`src/rtl/updown_counter_if.sv`:
```
// Counter bus: load/direction/data toward the counter, registered count back.
// Clock and reset stay outside the bundle as plain ports of the counter.
interface updown_counter_if #(
  parameter int WIDTH = 4
);
  logic             load;
  logic             updown;
  logic [WIDTH-1:0] data;
  logic [WIDTH-1:0] data_out;

  modport master (
    output load,
    output updown,
    output data,
    input  data_out
  );

  modport slave (
    input  load,
    input  updown,
    input  data,
    output data_out
  );
endinterface

```
`src/rtl/updown_counter.sv`:
```
// Loadable modulo-(MAX_COUNT+1) up/down counter with asynchronous active-low reset.
// There is no handshake: every rising edge either loads or steps the count.
module updown_counter #(
  parameter int WIDTH     = 4,
  parameter int MAX_COUNT = 11
) (
  input  logic              clk,
  input  logic              rst,
  updown_counter_if.slave   bus
);

  localparam logic [WIDTH-1:0] MAX_VAL = WIDTH'(MAX_COUNT);

  generate
    if (MAX_COUNT > (2 ** WIDTH) - 1) begin : g_bad_max
      $error("updown_counter: MAX_COUNT does not fit in WIDTH bits");
    end
  endgenerate

  logic [WIDTH-1:0] r_count;
  logic [WIDTH-1:0] w_next;
  logic [WIDTH-1:0] w_load_val;
  logic [WIDTH-1:0] w_up;
  logic [WIDTH-1:0] w_down;

  // Wrap is an explicit compare, so any MAX_COUNT below the binary limit works.
  always_comb begin
    w_load_val = (bus.data <= MAX_VAL) ? bus.data : '0;
    w_up       = (r_count == MAX_VAL) ? '0 : r_count + WIDTH'(1);
    w_down     = (r_count == '0) ? MAX_VAL : r_count - WIDTH'(1);
    w_next     = w_down;
    if (bus.load) begin
      w_next = w_load_val;
    end else if (bus.updown) begin
      w_next = w_up;
    end
  end

  always_ff @(posedge clk or negedge rst) begin
    if (!rst) begin
      r_count <= '0;
    end else begin
      r_count <= w_next;
    end
  end

  assign bus.data_out = r_count;

  a_reset_zero : assert property (@(posedge clk)
    !rst |-> (r_count == '0));

  a_in_range : assert property (@(posedge clk)
    r_count <= MAX_VAL);

  a_load_in_range : assert property (@(posedge clk) disable iff (!rst)
    (bus.load && (bus.data <= MAX_VAL)) |=> (r_count == $past(bus.data)));

  a_load_coerce : assert property (@(posedge clk) disable iff (!rst)
    (bus.load && (bus.data > MAX_VAL)) |=> (r_count == '0));

  a_count_up : assert property (@(posedge clk) disable iff (!rst)
    (!bus.load && bus.updown) |=>
      (r_count == (($past(r_count) == MAX_VAL) ? '0 : $past(r_count) + WIDTH'(1))));

  a_count_down : assert property (@(posedge clk) disable iff (!rst)
    (!bus.load && !bus.updown) |=>
      (r_count == (($past(r_count) == '0) ? MAX_VAL : $past(r_count) - WIDTH'(1))));

endmodule

```
`src/flat_wrapper.sv`:
```
// flat-port wrapper written by rule: the top's interface ports become plain ports
module updown_counter_flat 
#(
  parameter int WIDTH     = 4,
  parameter int MAX_COUNT = 11
)
  (clk, rst, bus_load, bus_updown, bus_data, bus_data_out);
  updown_counter_if #(.WIDTH(WIDTH)) bus_i ();
  input  logic clk;
  input  logic rst;
  input wire logic [$bits(bus_i.load)-1:0] bus_load;
  input wire logic [$bits(bus_i.updown)-1:0] bus_updown;
  input wire logic [$bits(bus_i.data)-1:0] bus_data;
  output wire logic [$bits(bus_i.data_out)-1:0] bus_data_out;
  assign bus_i.load = bus_load;
  assign bus_i.updown = bus_updown;
  assign bus_i.data = bus_data;
  assign bus_data_out = bus_i.data_out;
  updown_counter #(.WIDTH(WIDTH), .MAX_COUNT(MAX_COUNT)) u_core (.clk(clk), .rst(rst), .bus(bus_i));
endmodule
```
`config.mk`:
```
export PLATFORM = sky130hd
export DESIGN_NAME = updown_counter_flat
export DESIGN_NICKNAME = d
export VERILOG_FILES = /design/src/rtl/updown_counter_if.sv /design/src/rtl/updown_counter.sv /design/src/flat_wrapper.sv
export SDC_FILE = /design/constraint.sdc
export NUM_CORES = 1
export LEC_CHECK = 0
export CAP_MARGIN = 10
export CORE_AREA = 4 4 41 43
export CTS_BUF_LIST = sky130_fd_sc_hd__clkbuf_16
export DETAILED_ROUTE_END_ITERATION = 8
export DIE_AREA = 0 0 45 47
export PLACE_DENSITY = 0.56
export SETUP_SLACK_MARGIN = 0.2
export SYNTH_ARGS = -nofsm -noshare
export SYNTH_HDL_FRONTEND = slang
export SYNTH_SLANG_ARGS = --single-unit
```
`constraint.sdc`:
```
create_clock -name clk -period 1.8 [get_ports clk]
set_input_delay 0.18 -clock clk [delete_from_list [all_inputs] [get_ports clk]]
set_output_delay 0.18 -clock clk [all_outputs]
set_load 0.02 [all_outputs]
```
Word level (Yosys, flattened, before mapping):

Index checks and enable logic that the tools add are counted.
W data, S select, Z words.

* muxes and demuxes: 5
* equality and inequality tests: 1
* add/sub/neg operators: 2
* reduce and logical (&&, ||, !) cells: 1
* order comparisons: 1

Operator list (count)
* $mux W4: 5
* $add A4 B1 Y4 const B: 1
* $eq A4 B4 Y1 const B: 1
* $le A4 B4 Y1 const B: 1
* $logic_not A4 Y1: 1
* $sub A4 B1 Y4 const B: 1

* register bits after elaboration: 4
* output and inout bits: 4
* input bits: 8
* word-level logic and storage cells: 11

Depth between registers and ports, before layout:

Gate-level depths: netlist of the first run.

* word-level depth: 4
* depth in mapped cells: 6
* mapped depth without buffers: 6

Least setup slack after synthesis of the first run:

OpenSTA, ideal clock, no wires.

* path type: register to register
* start point: reg u_core.r_count[0] (netlist: u_core.bus.data_out[0])
* end point: reg u_core.r_count[3] (netlist: u_core.bus.data_out[3])
* setup time: 0.133 ns
* path buffers: 0
* slack: 0.447 ns
* stages on the path, launching flop included: 7
* data required time: 1.667 ns
* arrival time: 1.220 ns
* period minus slack after synthesis: 1.353 ns
* path through: dfrtp_1 inv_1 ha_1 nor2_1 o21ai_0 a31oi_1 o32ai_1

* word-level cells in the longest chain between the ends: 4
* elaborated cells between the ends (all ways): 8
* classes of those cells: add/sub (2); eq/ne (1); mux (4); reduce/logical (1)

Ends and longest elaborated chain
* from (decl): RTL line updown_counter.sv:20 `logic [WIDTH-1:0] r_count;`
* from (signal assigned): RTL line updown_counter.sv:43 `r_count <= w_next;`
* $sub A4 B1 Y4 (tied with other cells): RTL line updown_counter.sv:30 `w_down = (r_count == '0) ? MAX_VAL : r_count - WIDTH'(1);`
* $mux W4, on equally long branches: RTL line updown_counter.sv:30, updown_counter.sv:29
* $mux W4 *: RTL line updown_counter.sv:34 `end else if (bus.updown) begin`
* $mux W4 *: RTL line updown_counter.sv:32 `if (bus.load) begin`
* via u_core.w_next[3]: RTL line updown_counter.sv:21 `logic [WIDTH-1:0] w_next;`

The timed path passes the listed nets; every way through them passes the cells marked *.

Final worst setup path of the first run:

* start point: reg u_core.r_count[3] (netlist: u_core.bus.data_out[3])
* end point: out bus_data_out[3]

RTL lines
* to (decl): RTL line flat_wrapper.sv:14 `output wire logic [$bits(bus_i.data_out)-1:0] bus_data_out;`

No word-level cell between the ends.

==> run_results.csv, run 1 <==
group,metric,value,unit
sta,max_slew_margin,82.62,%
sta,fmax,649.2,MHz
cells_and_area,utilization,38.56,%
place,port-buffer-count,11,
sta,fin_crit,1540,ps
clock_tree,numCtsBuffers,3,
min_path,hold_class,"in2async",
synth,synthCells,38,
synth,yosysTopAreaCell,"dfrtp_1",
routing,dr.pass1.iters,2,
routing,wirelength,739,um
cells_and_area,multi_input_area,190.2,sq um
run,cap_violations,0,
synth,syn_area_per_cell,7.935,sq um
floorplan,ioPinCount,12,
routing,avgRoutedWirePerCell,11.20,um
clock_tree,clkTransAtPathRegs,30,ps
pwr,p_leak,0.0002069,uW
sta,fin_ws,259.7,ps
sta,whs,164.1,ps
setup_path,critPathMaxFanout,7,
setup_path,cp_top_family,"buffers and inverters",
cells_and_area,nFillCells,141,
sta,period_share,85.57,%
cells_and_area,nNetsFinal,63,
clock_tree,clock-sinks,4,
grt,grt_pass1_wl,1.235,mm
clock_tree,htree_levels,1,
clock_tree,hold_buffers,0,
routing,vias,316,
synth,synth_common_cells,"5 x o21ai_0, 4 x dfrtp_1, 4 x nand2_1, 4 x nor2_1, 3 x nand2b_1",
setup_path,crit_path_start_kind,"register",
grt,grt_max_degree,9,
floorplan,num_rows,13,
setup_path,crit_slowest_cell,"clkdlybuf4s50_1",
cells_and_area,design_area,501.7,sq um
clock_tree,cts-resized-gates,0,
place,hpwl,587.8,um
place,gp_congestion,0.7290,
floorplan,die_h,47,um
sta,final.setup_skew,1.511,ps
cells_and_area,largest_reg_flops,4,
synth,syn-num-nets,48,
grt,antenna_found_initial,0,
routing,drc,0,
synth,yosys_warnings,0,
clock_tree,cts_tree,"yes",
clock_tree,postCtsSetupBuffers,0,
cells_and_area,area_delta_synth_final,66.39,%
pwr,power_density,1293,nW/um^2
grt,first_global_vias,289,
routing,avgViaCountPerCell,4.788,
cells_and_area,insertedDiodeCount,0,
floorplan,start_util,23.17,%
cells_and_area,drive_above_1_share,5.882,%
clock_tree,clock_latency,220,ps
pwr,vdd_drop_max,0.001094,V
synth,synth_cell_types,19,
routing,ant_nets,0,
clock_tree,cts-root-buf,"clkbuf_16",
synth,ys.flop_type,"dfrtp_1",
cells_and_area,seq_area,100.1,sq um
synth,synthMostInstantiatedCell,"o21ai_0",
floorplan,die_w,45,um
sta,finalSetupTns,0,ps
run_status,status,"finished, final reports clean",
setup_path,crit_path_end_kind,"primary output",
setup_path,max_stage_delay,670,ps
place,post_dp_cell_area,426.7,sq um
sta,setup_viol_count_final,0,
synth,synth-seq-cells,4,
setup_path,crit_arrival,1360,ps
setup_path,crit_type,"reg2out",
synth,synthTopCellsByArea,"dfrtp_1 33%, ha_1 8.3%, o21ai_0 8.3%, nand2b_1 6.2%, nand2_1 5.0%",
synth,synth_area,301.5,sq um
routing,first_iter_violations,3,
synth,yosysSeqAreaShare,33.20,%
floorplan,die-area,2115,sq um
sta,tightestPinTransition,260.7,ps
setup_path,required,1620,ps
sta,finalHoldViolations,0,
place,dp_slack,364.6,ps
grt,grt-ovfl-total,0,
clock_tree,clk_path_buf_depth,2,
setup_path,cp_cell_sequence,"clkdlybuf4s50_1",
grt,track_usage,8.314,%
synth,synth_edf_count,0,
setup_path,path_buf_inv,1,
floorplan,core_area,1301,sq um
synth,ys_async_sr_fraction,100.0,%
sta,rsz0062_at_grt,"no",
synth,synth_top_area_share,33.20,%
sta,finalMaxSlewViolations,0,
-- per-stage QoR --
| stage | total power [uW] | instances |
|---|---|---|
| 5_1_grt | 689.1 | 66 |
| 3_3_place_gp | 308.4 | 63 |
| 3_5_place_dp | 307.8 | 63 |
| 4_1_cts | 656.5 | 66 |
| 2_1_floorplan | 232.3 | 38 |
| 6_report | 648.8 | 66 |
-- area by class of cell --
class                   count  area share, %
multi-input cells          31          37.91
repair buffers             11          21.95
flip-flops and latches      4          19.95
clock buffers               3          14.96
well taps                  15          3.741
inverters                   2          1.496
-- routing by layer --
layer | global-route usage, % | routed length, um | vias up
met3 | 4.215 | 57 | 0
met4 | 1.754 | 0 | 0
met1 | 9.611 | 340 | 147
li1 | - | - | 159
met5 | 0 | 0 | -
met2 | 13.84 | 340 | 10
-- cells in the final DEF, fill, tap and decap left out --
cell type and instances:
or3_1 1, o31ai_1 1, nand2_1 4, nand3b_1 1
dfrtp_1 4, nand2b_1 3, xnor2_1 1, a31oi_1 1
clkbuf_16 3, mux2i_1 1, inv_1 2, a21boi_0 1
clkdlybuf4s50_1 11, o32ai_1 1, o21ai_0 5, ha_1 2
nand3_1 2, a21oi_1 2, xor2_1 1, nor2_1 4
-- report_power, final --
group          leakage, uW  switching [uW]  internal [uW]
combinational     0.000120            80.8           86.6
sequential       0.0000496            31.1            107
clock            0.0000370            59.3            284
total             0.000207             171            478
-- cells by family after synthesis --
| kind of cell | Yosys count | synth area share [%] |
|---|---|---|
| mux | 1 | 3.320 |
| xor+xnor | 2 | 5.810 |
| flops | 4 | 33.20 |
| buf+inv | 3 | 3.734 |
| simple gates | 15 | 24.07 |
| fa+ha+maj | 2 | 8.297 |
| compound gates | 11 | 21.58 |
-- worst paths after layout --
kind	depth (start not counted)	endpoint	slack [ps]	from
max	1	bus_data_out[3]	260	u_core.bus.data_out[3]$_DFF_PN0_
min	1	u_core.bus.data_out[0]$_DFF_PN0_	160	rst
max reg2reg	4	u_core.bus.data_out[3]$_DFF_PN0_	370	u_core.bus.data_out[2]$_DFF_PN0_
min reg2reg	2	u_core.bus.data_out[2]$_DFF_PN0_	700	u_core.bus.data_out[2]$_DFF_PN0_
max in group asynchronous	1	u_core.bus.data_out[2]$_DFF_PN0_	1470	rst
min in group clk	3	u_core.bus.data_out[3]$_DFF_PN0_	570	bus_data[3]
Note: power is estimated with default switching activity, not from simulation.
==> run 2: changes to the inputs <==
--- a/config.mk
+++ b/config.mk
@@ -5,11 +5,12 @@
 export SDC_FILE = /design/constraint.sdc
 export NUM_CORES = 1
 export LEC_CHECK = 0
-export CAP_MARGIN = 10
+export CAP_MARGIN = 20
 export CORE_AREA = 4 4 41 43
 export CTS_BUF_LIST = sky130_fd_sc_hd__clkbuf_16
 export DETAILED_ROUTE_END_ITERATION = 8
 export DIE_AREA = 0 0 45 47
+export MAX_ROUTING_LAYER = met4
 export PLACE_DENSITY = 0.56
 export SETUP_SLACK_MARGIN = 0.2
 export SYNTH_ARGS = -nofsm -noshare
==> constraint.sdc (replaced) <==
create_clock -name clk -period 1.8 [get_ports clk]
set_input_delay 0.36 -clock clk [delete_from_list [all_inputs] [get_ports clk]]
set_output_delay 0.36 -clock clk [all_outputs]
set_load 0.02 [all_outputs]
==> run_results.csv, run 2 (same netlist as run 1, synthesis figures left out) <==
group,metric,value,unit
floorplan,num_rows,13,
sta,whs,342.6,ps
pwr,vdd_drop_max,0.0007836,V
cells_and_area,nFillCells,148,
pwr,switchingPower,177.2,uW
pwr,combPwrFrac,24.5,%
setup_path,crit_slowest_cell,"dfrtp_1",
setup_path,rr_endpoint,"u_core.bus.data_out[3]$_DFF_PN0_",
sta,fmax,705.7,MHz
clock_tree,numCtsBuffers,3,
cells_and_area,area_delta_synth_final,64.73,%
grt,grt-ovfl-total,0,
sta,fin_ws,383.0,ps
setup_path,crit_path_end_kind,"primary output",
pwr,sequentialPowerShare,21.1,%
setup_path,required,1440,ps
min_path,hold_class,"in2async",
setup_path,crit_path_start_kind,"register",
cells_and_area,final_common_cell,"clkdlybuf4s50_1",
cells_and_area,nNetsFinal,63,
setup_path,cp_cell_sequence,"dlygate4sd2_1",
sta,period_share,78.72,%
grt,grt_pass1_wl,1.214,mm
sta,max_slew_margin,83.43,%
place,gp_congestion,0.7166,
floorplan,start_util,23.17,%
grt,first_global_vias,302,
clock_tree,cts-root-buf,"clkbuf_16",
clock_tree,clkTransAtPathRegs,30,ps
setup_path,reg2reg_from,"u_core.bus.data_out[2]$_DFF_PN0_",
clock_tree,clock_latency,230,ps
floorplan,core_area,1301,sq um
floorplan,die_w,45,um
place,hpwl,594.6,um
place,dp_slack,229.8,ps
place,port-buffer-count,11,
setup_path,r2r_setup_slack,390,ps
sta,fin_crit,1417,ps
routing,dr.pass1.iters,4,
setup_path,path_buf_inv,1,
grt,antenna_found_initial,0,
routing,avgRoutedWirePerCell,12.12,um
cells_and_area,largest_reg_flops,4,
sta,finalSetupTns,0,ps
sta,setup_viol_count_final,0,
floorplan,die_h,47,um
clock_tree,clk_path_buf_depth,2,
setup_path,cp_top_family,"flip-flops",
floorplan,die-area,2115,sq um
grt,track_usage,9.411,%
clock_tree,clock-sinks,4,
cells_and_area,drive_above_1_share,5.882,%
pwr,p_leak,0.0002164,uW
routing,vias,319,
run_status,status,"finished, final reports clean",
clock_tree,htree_levels,1,
cells_and_area,multi_input_area,190.2,sq um
sta,final.setup_skew,2.505,ps
setup_path,reg2reg_depth,4,
cells_and_area,insertedDiodeCount,0,
setup_path,crit_arrival,1060,ps
run,cap_violations,0,
floorplan,ioPinCount,12,
routing,avgViaCountPerCell,4.833,
sta,tightestPinTransition,247.7,ps
routing,drc,0,
routing,wirelength,800,um
setup_path,crit_type,"reg2out",
grt,grt_max_degree,9,
clock_tree,cts_tree,"yes",
pwr,p_int,466.7,uW
sta,finalMaxSlewViolations,0,
pwr,swShare,27.52,%
setup_path,critPathMaxFanout,7,
sta,finalHoldViolations,0,
cells_and_area,utilization,38.17,%
pwr,power_density,1296,nW/um^2
cells_and_area,final_cell_mix,"7 x clkdlybuf4s50_1, 5 x o21ai_0",
routing,first_iter_violations,4,
pwr,clock_power_share,54.4,%
setup_path,max_stage_delay,460,ps
cells_and_area,seq_area,100.1,sq um
routing,ant_nets,0,
sta,rsz0062_at_grt,"no",
clock_tree,postCtsSetupBuffers,0,
[run 2: cell types whose count changed in the layout (fill, tap and decap cells not counted)]
| cell | change |
|---|---|
| clkdlybuf4s50_1 | -4 |
| dlygate4sd2_1 | +4 |
[run 2: worst max-delay path by stage]
stage / endpoint / start / slack (ps) / cells after the start
after global routing: u_core.bus.data_out[3]$_DFF_PN0_ / u_core.bus.data_out[0]$_DFF_PN0_ / 310 / 6
after CTS: u_core.bus.data_out[3]$_DFF_PN0_ / u_core.bus.data_out[2]$_DFF_PN0_ / 370 / 4
after global placement: u_core.bus.data_out[0]$_DFF_PN0_ / bus_updown / 260 / 5
final: bus_data_out[3] / u_core.bus.data_out[3]$_DFF_PN0_ / 380 / 1
after detailed placement: u_core.bus.data_out[2]$_DFF_PN0_ / bus_updown / 230 / 5
after floorplan: u_core.bus.data_out[3]$_DFF_PN0_ / u_core.bus.data_out[0]$_DFF_PN0_ / 450 / 6
[run 2: metal layers]
metal | global-route usage, % | up-vias | part of all wire (%)
met5 | - | - | 0
met4 | 8.772 | 0 | 3.8
met3 | 4.598 | 4 | 9.4
met2 | 13.84 | 13 | 47
met1 | 8.945 | 141 | 40
li1 | - | 161 | -
[run 2: final cells by class]
type | instances | area share, %
well taps | 15 | 3.778
inverters | 2 | 1.511
multi-input cells | 31 | 38.29
repair buffers | 11 | 21.16
flip-flops and latches | 4 | 20.15
clock buffers | 3 | 15.11
[run 2: worst register-to-register path, stage by stage, from the launching register on]
cell      delay (ps)
dfrtp_1          430
nand2b_1         200
or3_1            320
a31oi_1          220
o32ai_1          120
[run 2: power by group through the flow]
stage | Combinational (uW) | Clock [uW] | Sequential [uW]
finish | 158 | 350 | 136
global route | 175 | 363 | 141
CTS | 161 | 355 | 137
detailed placement | 170 | 0 | 139
global placement | 171 | 0 | 140
floorplan | 79.1 | 0 | 153
[run 2: repair_timing]
action	in CTS	in global routing
gates resized for setup	4	0
setup endpoints to repair	4	0
hold buffers	0	0
[run 2: metrics by stage]
stage / power (uW) / cell area [sq um] / instances
final: 644.0 / 496.7 / 66
after global routing: 678.2 / 496.7 / 66
after CTS: 652.6 / 496.7 / 66
after detailed placement: 308.5 / 426.7 / 63
after global placement: 311.1 / 426.7 / 63
after floorplan: 232.3 / 301.5 / 38
